`config.mk`:
```
export PLATFORM = sky130hd
export DESIGN_NAME = fir_mac_sched_flat
export DESIGN_NICKNAME = d
export VERILOG_FILES = /design/src/rtl/fir_pkg.sv /design/src/rtl/fir_mac_sched_if.sv /design/src/rtl/signed_mul.sv /design/src/rtl/fir_mac_sched.sv /design/src/flat_wrapper.sv
export SDC_FILE = /design/constraint.sdc
export NUM_CORES = 2
export LEC_CHECK = 0
export BUFFER_PORTS_ARGS = -buffer_cell sky130_fd_sc_hd__buf_2
export CAP_MARGIN = 10
export CORE_MARGIN = 4
export CORE_UTILIZATION = 34
export DETAILED_ROUTE_END_ITERATION = 7
export PLACE_DENSITY_LB_ADDON = 0.25
export SKIP_CTS_REPAIR_TIMING = 1
export SYNTH_ARGS = -nofsm -noshare
export SYNTH_HDL_FRONTEND = slang
export SYNTH_SLANG_ARGS = --single-unit
```
`constraint.sdc`:
```
create_clock -name CLK -period 7.95 [get_ports CLK]
set_clock_uncertainty 0.2 [all_clocks]
set_input_delay 1.9875 -clock CLK [delete_from_list [all_inputs] [get_ports CLK]]
set_output_delay 1.9875 -clock CLK [all_outputs]
set_load 0.02 [all_outputs]
```
`src/rtl/fir_pkg.sv`:
```
`default_nettype none
// ============================================================================
//  Module      : fir_pkg
//  Description : Shared constants for the time-shared FIR MAC scheduler:
//                default widths and tap count, accumulator width, the
//                67-entry symmetric coefficient table and the FSM encoding.
//  Revision    : 1.0  initial release
// ============================================================================
package fir_pkg;

    localparam int FIR_SAMPLE_IN_WIDTH  = 16;
    localparam int FIR_SAMPLE_OUT_WIDTH = 2 * FIR_SAMPLE_IN_WIDTH;
    localparam int FIR_TAPS             = 67;
    localparam int FIR_COEF_LEN         = 67;

    // Accumulator needs log2(taps) guard bits above the output width
    function automatic int acc_width(input int out_w, input int taps);
        return out_w + $clog2(taps);
    endfunction

    localparam int ACC_WIDTH = acc_width(FIR_SAMPLE_OUT_WIDTH, FIR_TAPS);

    // Low-pass prototype, symmetric about entry 33 (coef[k] == coef[66-k])
    localparam logic signed [15:0] FIR_COEF [FIR_COEF_LEN] = '{
        16'shFFF8, -16'sd11,  -16'sd14,  -16'sd15,  -16'sd13,  -16'sd7,
         16'sd4,    16'sd19,   16'sd36,   16'sd51,   16'sd59,   16'sd56,
         16'sd38,   16'sd4,   -16'sd43,  -16'sd96,  -16'sd144, -16'sd175,
        -16'sd177, -16'sd138, -16'sd53,   16'sd72,   16'sd222,  16'sd370,
         16'sd483,  16'sd527,  16'sd470,  16'sd292,  16'sd560,  16'sd1480,
         16'sd3100, 16'sd5200, 16'sd7650, 16'sh2676,
         16'sd7650, 16'sd5200, 16'sd3100, 16'sd1480, 16'sd560,  16'sd292,
         16'sd470,  16'sd527,  16'sd483,  16'sd370,  16'sd222,  16'sd72,
        -16'sd53,  -16'sd138, -16'sd177, -16'sd175, -16'sd144, -16'sd96,
        -16'sd43,   16'sd4,    16'sd38,   16'sd56,   16'sd59,   16'sd51,
         16'sd36,   16'sd19,   16'sd4,   -16'sd7,   -16'sd13,  -16'sd15,
        -16'sd14,  -16'sd11,   16'shFFF8
    };

    typedef enum logic [1:0] {
        ST_IDLE = 2'd0,
        ST_MAC  = 2'd1,
        ST_DONE = 2'd2
    } fir_state_t;

endpackage
`default_nettype wire

```
`src/rtl/fir_mac_sched_if.sv`:
```
`default_nettype none
// ============================================================================
//  Module      : fir_mac_sched_if
//  Description : Sample-in / result-out handshake bundle of the FIR MAC
//                scheduler. master = environment, slave = filter.
//  Revision    : 1.0  initial release
// ============================================================================
interface fir_mac_sched_if
    import fir_pkg::*;
#(
    parameter int SAMPLE_IN_WIDTH  = FIR_SAMPLE_IN_WIDTH,
    parameter int SAMPLE_OUT_WIDTH = 2 * SAMPLE_IN_WIDTH
);

    logic                        clear;
    logic                        in_valid;
    logic                        in_ready;
    logic [SAMPLE_IN_WIDTH-1:0]  in_data;
    logic                        out_valid;
    logic                        out_ready;
    logic [SAMPLE_OUT_WIDTH-1:0] out_data;
    logic                        busy;
    logic                        sat_flag;

    modport master (
        output clear, in_valid, in_data, out_ready,
        input  in_ready, out_valid, out_data, busy, sat_flag
    );

    modport slave (
        input  clear, in_valid, in_data, out_ready,
        output in_ready, out_valid, out_data, busy, sat_flag
    );

endinterface
`default_nettype wire

```
`src/rtl/signed_mul.sv`:
```
`default_nettype none
// ============================================================================
//  Module      : signed_mul
//  Description : Combinational full-precision signed multiplier.
//  Revision    : 1.0  initial release
// ============================================================================
module signed_mul #(
    parameter int A_WIDTH = 16,
    parameter int B_WIDTH = 16
) (
    input  logic signed [A_WIDTH-1:0]         i_a,
    input  logic signed [B_WIDTH-1:0]         i_b,
    output logic signed [A_WIDTH+B_WIDTH-1:0] o_p
);

    localparam int c_p_w = A_WIDTH + B_WIDTH;

    // Operands sign-extended to the product width so no precision is lost
    assign o_p = c_p_w'(i_a) * c_p_w'(i_b);

endmodule
`default_nettype wire

```
`src/rtl/fir_mac_sched.sv`:
```
`default_nettype none
// ============================================================================
//  Module      : fir_mac_sched
//  Description : FIR filter sharing one signed multiplier across all taps.
//                One sample is accepted in IDLE, TAPS products are summed in
//                MAC, the result is held in DONE until taken.
//  Macro       : FIR_SCHED_SAT_EN - clamp the result to the output range and
//                report it on sat_flag; otherwise two's-complement wrap.
//  Revision    : 1.0  initial release
// ============================================================================
module fir_mac_sched
    import fir_pkg::*;
#(
    parameter int SAMPLE_IN_WIDTH  = FIR_SAMPLE_IN_WIDTH,
    parameter int SAMPLE_OUT_WIDTH = SAMPLE_IN_WIDTH * 2,
    parameter int TAPS             = FIR_TAPS
) (
    input  logic           CLK,
    input  logic           rst,
    fir_mac_sched_if.slave bus
);

    localparam int c_prod_w = 2 * SAMPLE_IN_WIDTH;
    localparam int c_acc_w  = acc_width(SAMPLE_OUT_WIDTH, TAPS);
    localparam int c_ptr_w  = $clog2(TAPS);
    localparam logic [c_ptr_w-1:0] c_ptr_last = c_ptr_w'(TAPS - 1);
    localparam logic [c_ptr_w-1:0] c_ptr_one  = c_ptr_w'(1);

    fir_state_t                        r_state;
    fir_state_t                        w_state_next;
    logic signed [SAMPLE_IN_WIDTH-1:0] r_hist [TAPS];
    logic [c_ptr_w-1:0]                r_wr_ptr;
    logic [c_ptr_w-1:0]                r_rd_ptr;
    logic [c_ptr_w-1:0]                r_k;
    logic signed [c_acc_w-1:0]         r_acc;
    logic [SAMPLE_OUT_WIDTH-1:0]       r_out_data;
    logic                              r_out_valid;

    logic                              w_accept;
    logic                              w_clear_hist;
    logic                              w_mac_last;
    logic                              w_out_hs;
    logic                              w_in_ready;
    logic                              w_busy;
    logic [7:0]                        w_coef_idx;
    logic signed [15:0]                w_coef_tab;
    logic signed [SAMPLE_IN_WIDTH-1:0] w_coef;
    logic signed [SAMPLE_IN_WIDTH-1:0] w_sample;
    logic signed [c_prod_w-1:0]        w_prod;
    logic signed [c_acc_w-1:0]         w_acc_next;
    logic [SAMPLE_OUT_WIDTH-1:0]       w_out_conv;

    // State register
    always_ff @(posedge CLK) begin
        if (rst) begin
            r_state <= ST_IDLE;
        end else begin
            r_state <= w_state_next;
        end
    end

    // Next-state decode and per-state control strobes
    always_comb begin
        w_state_next = r_state;
        w_in_ready   = 1'b0;
        w_busy       = 1'b1;
        w_accept     = 1'b0;
        w_clear_hist = 1'b0;
        w_mac_last   = 1'b0;
        w_out_hs     = 1'b0;
        case (r_state)
            ST_IDLE: begin
                w_busy       = 1'b0;
                w_in_ready   = !bus.clear;
                w_clear_hist = bus.clear;
                w_accept     = bus.in_valid && !bus.clear;
                if (w_accept) begin
                    w_state_next = ST_MAC;
                end
            end
            ST_MAC: begin
                if (r_k == c_ptr_last) begin
                    w_mac_last   = 1'b1;
                    w_state_next = ST_DONE;
                end
            end
            ST_DONE: begin
                if (bus.out_ready) begin
                    w_out_hs     = 1'b1;
                    w_state_next = ST_IDLE;
                end
            end
            default: begin
                w_state_next = ST_IDLE;
            end
        endcase
    end

    // Sample history ring: clear wipes it, an accepted sample overwrites the oldest slot
    always_ff @(posedge CLK) begin
        if (rst || w_clear_hist) begin
            for (int i = 0; i < TAPS; i++) begin
                r_hist[i] <= '0;
            end
            r_wr_ptr <= '0;
        end else if (w_accept) begin
            r_hist[r_wr_ptr] <= bus.in_data;
            r_wr_ptr         <= (r_wr_ptr == c_ptr_last) ? '0 : r_wr_ptr + c_ptr_one;
        end
    end

    // Coefficient lookup; taps beyond the stored table contribute nothing
    always_comb begin
        w_coef_idx = 8'(r_k);
        w_coef_tab = '0;
        if (w_coef_idx < 8'(FIR_COEF_LEN)) begin
            w_coef_tab = FIR_COEF[w_coef_idx[6:0]];
        end
    end

    assign w_coef     = SAMPLE_IN_WIDTH'(w_coef_tab);
    assign w_sample   = r_hist[r_rd_ptr];
    assign w_acc_next = r_acc + c_acc_w'(w_prod);

    signed_mul #(
        .A_WIDTH (SAMPLE_IN_WIDTH),
        .B_WIDTH (SAMPLE_IN_WIDTH)
    ) u_mul (
        .i_a (w_coef),
        .i_b (w_sample),
        .o_p (w_prod)
    );

    // MAC walk: read pointer starts at the newest sample and steps backwards in time
    always_ff @(posedge CLK) begin
        if (rst) begin
            r_rd_ptr <= '0;
            r_k      <= '0;
            r_acc    <= '0;
        end else if (w_accept) begin
            r_rd_ptr <= r_wr_ptr;
            r_k      <= '0;
            r_acc    <= '0;
        end else if (r_state == ST_MAC) begin
            r_acc    <= w_acc_next;
            r_rd_ptr <= (r_rd_ptr == '0) ? c_ptr_last : r_rd_ptr - c_ptr_one;
            r_k      <= w_mac_last ? '0 : r_k + c_ptr_one;
        end
    end

`ifdef FIR_SCHED_SAT_EN
    logic [c_acc_w-SAMPLE_OUT_WIDTH:0] w_acc_hi;
    logic                              w_ovf;
    logic                              r_sat;

    // Clamp when the guard bits disagree with the output sign bit
    always_comb begin
        w_acc_hi = w_acc_next[c_acc_w-1:SAMPLE_OUT_WIDTH-1];
        w_ovf    = !((&w_acc_hi) || !(|w_acc_hi));
        if (w_ovf) begin
            w_out_conv = w_acc_next[c_acc_w-1] ? {1'b1, {(SAMPLE_OUT_WIDTH-1){1'b0}}}
                                               : {1'b0, {(SAMPLE_OUT_WIDTH-1){1'b1}}};
        end else begin
            w_out_conv = w_acc_next[SAMPLE_OUT_WIDTH-1:0];
        end
    end

    // Clamp indicator captured alongside the result
    always_ff @(posedge CLK) begin
        if (rst) begin
            r_sat <= 1'b0;
        end else if (w_mac_last) begin
            r_sat <= w_ovf;
        end
    end

    assign bus.sat_flag = r_sat;
`else
    // Plain truncation: the result wraps in two's complement
    always_comb begin
        w_out_conv = w_acc_next[SAMPLE_OUT_WIDTH-1:0];
    end

    assign bus.sat_flag = 1'b0;
`endif

    // Result register: loaded with the final sum, held until the consumer takes it
    always_ff @(posedge CLK) begin
        if (rst) begin
            r_out_data  <= '0;
            r_out_valid <= 1'b0;
        end else if (w_mac_last) begin
            r_out_data  <= w_out_conv;
            r_out_valid <= 1'b1;
        end else if (w_out_hs) begin
            r_out_valid <= 1'b0;
        end
    end

    assign bus.in_ready  = w_in_ready;
    assign bus.busy      = w_busy;
    assign bus.out_valid = r_out_valid;
    assign bus.out_data  = r_out_data;

endmodule
`default_nettype wire

```
`src/flat_wrapper.sv`:
```
// flat-port wrapper written by rule: the top's interface ports become plain ports
module fir_mac_sched_flat import fir_pkg::*;
#(
    parameter int SAMPLE_IN_WIDTH  = FIR_SAMPLE_IN_WIDTH,
    parameter int SAMPLE_OUT_WIDTH = SAMPLE_IN_WIDTH * 2,
    parameter int TAPS             = FIR_TAPS
)
  (CLK, rst, bus_clear, bus_in_valid, bus_in_data, bus_out_ready, bus_in_ready, bus_out_valid, bus_out_data, bus_busy, bus_sat_flag);
  fir_mac_sched_if #(.SAMPLE_IN_WIDTH(SAMPLE_IN_WIDTH), .SAMPLE_OUT_WIDTH(SAMPLE_OUT_WIDTH)) bus_i ();
  input  logic CLK;
  input  logic rst;
  input wire logic [$bits(bus_i.clear)-1:0] bus_clear;
  input wire logic [$bits(bus_i.in_valid)-1:0] bus_in_valid;
  input wire logic [$bits(bus_i.in_data)-1:0] bus_in_data;
  input wire logic [$bits(bus_i.out_ready)-1:0] bus_out_ready;
  output wire logic [$bits(bus_i.in_ready)-1:0] bus_in_ready;
  output wire logic [$bits(bus_i.out_valid)-1:0] bus_out_valid;
  output wire logic [$bits(bus_i.out_data)-1:0] bus_out_data;
  output wire logic [$bits(bus_i.busy)-1:0] bus_busy;
  output wire logic [$bits(bus_i.sat_flag)-1:0] bus_sat_flag;
  assign bus_i.clear = bus_clear;
  assign bus_i.in_valid = bus_in_valid;
  assign bus_i.in_data = bus_in_data;
  assign bus_i.out_ready = bus_out_ready;
  assign bus_in_ready = bus_i.in_ready;
  assign bus_out_valid = bus_i.out_valid;
  assign bus_out_data = bus_i.out_data;
  assign bus_busy = bus_i.busy;
  assign bus_sat_flag = bus_i.sat_flag;
  fir_mac_sched #(.SAMPLE_IN_WIDTH(SAMPLE_IN_WIDTH), .SAMPLE_OUT_WIDTH(SAMPLE_OUT_WIDTH), .TAPS(TAPS)) u_core (.CLK(CLK), .rst(rst), .bus(bus_i));
endmodule
```
; ---- Yosys cells after proc, flatten, opt, wreduce, memory -nomap -nowiden
; Memory sizes are Yosys's and may differ from the RTL's. A register that Yosys moved wholly into a read port is not among the register bits.
; Cells that the tools add are included.
[word_totals]
reg_bits = 95
ram_bits = 1072
romBits = 2048
out_inout_bits = 36
memories = 2
[op_classes]
n_addsub = 4
mul = 1
order_cmp = 2
eq_ne = 7
muxes = 32
bitwise = 1
n_reduce_logical = 10
[memory_table]
columns = name, depth, width, rd, rd_ports_with_merged_regs, write_ports, line
row1 = (name not given), 128, 16, 1, 0, 0, fir_mac_sched.sv:117  ; w_coef_tab = FIR_COEF[w_coef_idx[6:0]];
row2 = u_core.r_hist, 67, 16, 1, 1, 67, fir_mac_sched.sv:31  ; logic signed [SAMPLE_IN_WIDTH-1:0] r_hist [TAPS];
[op_table]
columns = op, n
row1 = $mux W16, 4
row2 = $mux W7, 8
row3 = $add A39 B32 Y39, 1
row4 = $mul A16 B16 Y32, 1
row5 = $mux W1, 16
row6 = $reduce_or A16 Y1, 1
row7 = $add A7 B1 Y7 const B, 2
row8 = $eq A7 B7 Y1 const B, 2
row9 = $ge A8 B8 Y1 const B, 1
row10 = $not A7 Y8, 1
row11 = $logic_not A7 Y1, 1
row12 = $lt A7 B7 Y1 const B, 1
row13 = $sub A7 B1 Y7 const B, 1
row14 = $mux W2, 3
row15 = $pmux W2 S3, 1
row16 = $ne A2 B1 Y1 const B, 2
row17 = $reduce_bool A2 Y1, 2
row18 = $reduce_and A3 Y1, 1
row19 = $eq A2 B1 Y1 const B, 1
row20 = $eq A2 B2 Y1 const B, 1
row21 = $logic_not A2 Y1, 1
row22 = $ne A2 B2 Y1 const B, 1
row23 = $reduce_or A2 Y1, 1
row24 = $logic_and A1 B1 Y1, 1
row25 = 2 further kinds, 2

; ---- Longest topological paths before layout
[depth]
depth_word = 8
ltp_mapped = 34
ltp_nobuf = 31

; ---- Cells and area by module
; Synthesis repeated with hierarchy kept, for this count alone.
[hier_totals]
hier_cells = 6607
area_unflattened_um2 = 100457.6
[modules_own_cells]
columns = mod, n_inst, cells_each, area_each_um2
row1 = fir_mac_sched, 1, 5522, 90594.4
row2 = signed_mul, 1, 1085, 9863.2

; ---- Least setup slack after synthesis
; Ideal clock, no wire load.
[synth_timing]
kind = reg-to-reg
startpoint = reg (tool-made name)
endpoint = reg u_core.r_out_data[24], in the netlist u_core.bus.out_data[24]
setup_ns = 0.062
t_arrival_ns = 8.481
slack_ns = -0.793
stages_incl_launch_ff = 30
path_buffers = 5
synth_period_minus_slack_ns = 8.743
cell_sequence = dfxtp_1 buf_2 buf_2 buf_1 clkbuf_1 mux4_2 mux4_2 mux4_2 mux2i_2 buf_4 nor2_1 fa_1 inv_1 fa_1 fa_1 fa_1 inv_1 fa_1 inv_1 fa_1 inv_1 ha_1 o211ai_1 nor2_1 a211oi_1 o21ai_0 o211a_1 o311a_1 or4_1 nand3_1
[synth_lines]
columns = item, line
row1 = to (signal assigned), fir_mac_sched.sv:193  ; r_out_data <= w_out_conv;
row2 = to (decl), fir_mac_sched.sv:36  ; logic [SAMPLE_OUT_WIDTH-1:0] r_out_data;

==> summary.txt <==
Synth
  – Post-Syn Nets: 6,703
  – Yosys cell types: 71
  – Most frequent cells after synthesis: edfxtp_1, nor2_1, mux4_2
  – Ys async rst share: 0%
  – Synth area leaders: edfxtp_1, mux4_2, fa_1, nor2_1, dfxtp_1
  – Post-Syn Instances: approximately 6,300
  – Yosys reg bits: 2,143
  – Register area share after synthesis: between 60% and 70%
  – Main flop type after synthesis: edfxtp_1
  – Mapped Area: slightly below 0.1 sq mm
  – EDFF count, synth: 2,032
  – Most common cell in the netlist: edfxtp_1
  – Synth Warn #: 0
  – Synth area leader: edfxtp_1
  – Avg Synthesized Cell Area: 15.7 sq um
  – Synth top area share: between 60% and 70%

Layout
  – Seq. cell area: 0.0633 sq mm
  – Final standard cell area without fillers: 0.116 sq mm
  – Final nets: 7,201
  – Multi-input gate area in the final layout: 0.0331 sq mm
  – Share of post-route cells with drive strength above 1: between 20% and 30%
  – Fillcell total: around 26,000
  – Core Util, Final: 40.2%
  – Synthesis-to-layout area growth: 17.5%
  – Finished Layout Cells: 10,848

Floorplanning
  – Die width: 547 um
  – DIE HEIGHT: 547 um
  – Initial Utilization: 34.2%
  – Io pins: between 50 and 60
  – Total core area: 0.289 sq mm
  – Site Rows: approximately 200
  – Die area: 0.299 sq mm

Global route
  – First-pass GRT wire length: 427,000 um
  – Vias in the first global route: approximately 59,000
  – Global route total overflow: 0
  – Largest net degree at the start of global routing: between 60 and 70
  – Initial antenna violation count: 16
  – GRT Resource Usage Total: 19.3%

Routing
  – Routed wire per std cell: around 27 um
  – Remaining DRCs: 0
  – Total Wirelength: roughly 300,000 um
  – Via count: 57,383
  – Final ANT Viol Nets: 0
  – DR vias/cell: ~5.3
  – DRT Pass-1 Iters: 5
  – First DRT Iteration DRCs: slightly below 6,000

Placed design
  – I/O Buffers: 55
  – Placed cell area: 0.108 sq mm
  – Placer congestion estimate: 0.874
  – Placed Cells: 10,373
  – Post-DP HPWL: about 200,000 um

Timing
  – Fin crit period: 8.93 ns
  – Final cycle utilization of the critical path: 112%
  – RSZ-0062 raised after global routing: yes
  – Min setup slack post-route: -0.977 ns
  – Worst-margin pin slew: 1.21 ns
  – Relative slew slack: a little under a fifth
  – Hold Violations, Final: 0
  – Count of final setup violators: 46
  – Fmax: 0.112 GHz
  – Slew Limit Fails: 0

Clock tree
  – Clock tree buffer depth: 4
  – CTS root buf: clkbuf_16
  – H-Tree Depth: 4
  – Clk_lat worst skew: 0.94 ns
  – CTS buffer count: 226
  – CTS tree: built
  – Clock-pin slew on the worst setup and hold paths: 0.07 ns
  – Sink Count: 2,143

Setup path
  – Type of the worst setup path: reg -> reg
  – Startpoint Class: flop
  – Critical path's largest stage delay: 0.62 ns
  – Worst Setup End Kind: flop
  – Crit path DAT: about 9.5 ns
  – WP data required: 8.52 ns
  – Worst path slowest cell: mux4_2
  – Most used cell, CP: fa_1
  – CP max FO: 16

Run status
  – Run status: complete, but fails checks
  – Failing checks: setup timing

Flow run
  – Max-cap violations: 0

Min path
  – Worst Hold Class: reg -> reg
## layer usage
metal	GRT usage, %	up-vias	wire [um]
met5	0	-	13
met4	5.26	2	8320
met3	2.60	388	18600
met2	31.8	2174	143000
met1	27.0	30661	124000
li1	-	24158	-
## cells by family after synthesis
group | share of synthesized area, %
AOI/OAI and AO/OA | 1.75
xor gates and xnor gates | 0.417
adders and majority gates | 7.16
buffers and inverters | 3.31
DFF | 64.0
muxes | 15.6
other | 0.00379
and+or+nand+nor | 7.74
## final timing paths
| path | startpoint | end | slack (ns) | cells after the start |
|---|---|---|---|---|
| max | flop | u_core.bus.out_data[24]$_SDFFE_PP0P_ | -0.98 | 28 |
| min | u_core.bus.out_data[3]$_SDFFE_PP0P_ | u_core.bus.out_data[3]$_SDFFE_PP0P_ | 0.26 | 2 |
| max reg2reg | flop | u_core.bus.out_data[24]$_SDFFE_PP0P_ | -0.98 | 28 |
| min reg2reg | u_core.bus.out_data[3]$_SDFFE_PP0P_ | u_core.bus.out_data[3]$_SDFFE_PP0P_ | 0.26 | 2 |
## cells in the final DEF, fill, tap and decap left out, types with 15 or more instances in the layout
cell type,count
a21oi_1,100
clkinv_1,52
bufinv_16,19
inv_1,334
a21o_1,17
clkbuf_1,51
fa_1,273
buf_12,74
nand3_1,34
nor3_1,21
nand2_1,354
xnor2_1,29
or2_2,17
edfxtp_1,2032
mux4_2,667
clkbuf_16,234
buf_2,55
buf_6,15
ha_1,103
buf_4,542
inv_2,28
mux2i_1,16
nor2_2,64
clkinv_2,24
dfxtp_1,105
nand2_4,16
nand2b_1,37
nor2_1,1299
o21ai_0,33
## critical path, delay by kind of cell, from the launching register on
family | cells | cell delay [ns]
DFF | 1 | 0.47
adders and majority gates | 7 | 3.20
and+or+nand+nor | 4 | 0.72
buffers and inverters | 8 | 0.93
muxes | 4 | 2.05
AOI/OAI and AO/OA | 5 | 1.20
## layout make-up
type                            count  area share [%]
Clock buffer                      283            5.12
Multi-Input combinational cell   3346            28.5
Tap cell                         3880            4.18
Sequential cell                  2143            54.5
Inverter                          363            1.18
Antenna cell                        8          0.0172
Timing Repair Buffer              705            5.59
Clock inverter                    120           0.982
## state kept, by name, indices dropped and copies added, names as in the netlist, named ones only
signal and flops:
u_core.r_acc 32, u_core.bus.out_valid 1, u_core.r_wr_ptr 7, u_core.r_rd_ptr 7, u_core.bus.out_data 32, u_core.r_hist 2048
u_core.r_state 2, u_core.r_k 7
## per-stage QoR
stage	hold WS (ns)	setup TNS, ns	setup slack [ns]
final	0.255	-27.43	-0.977
after global routing	0.273	-37.30	-1.18
after CTS	0.258	-49.80	-1.42
after detailed placement	0.249	-46.81	-1.37
after global placement	0.244	-46.30	-1.40
after floorplan	0.241	-0.808	-0.177
Power is not shown: default switching activity piles up to over one toggle a cycle in this logic, so the estimate is an artifact.
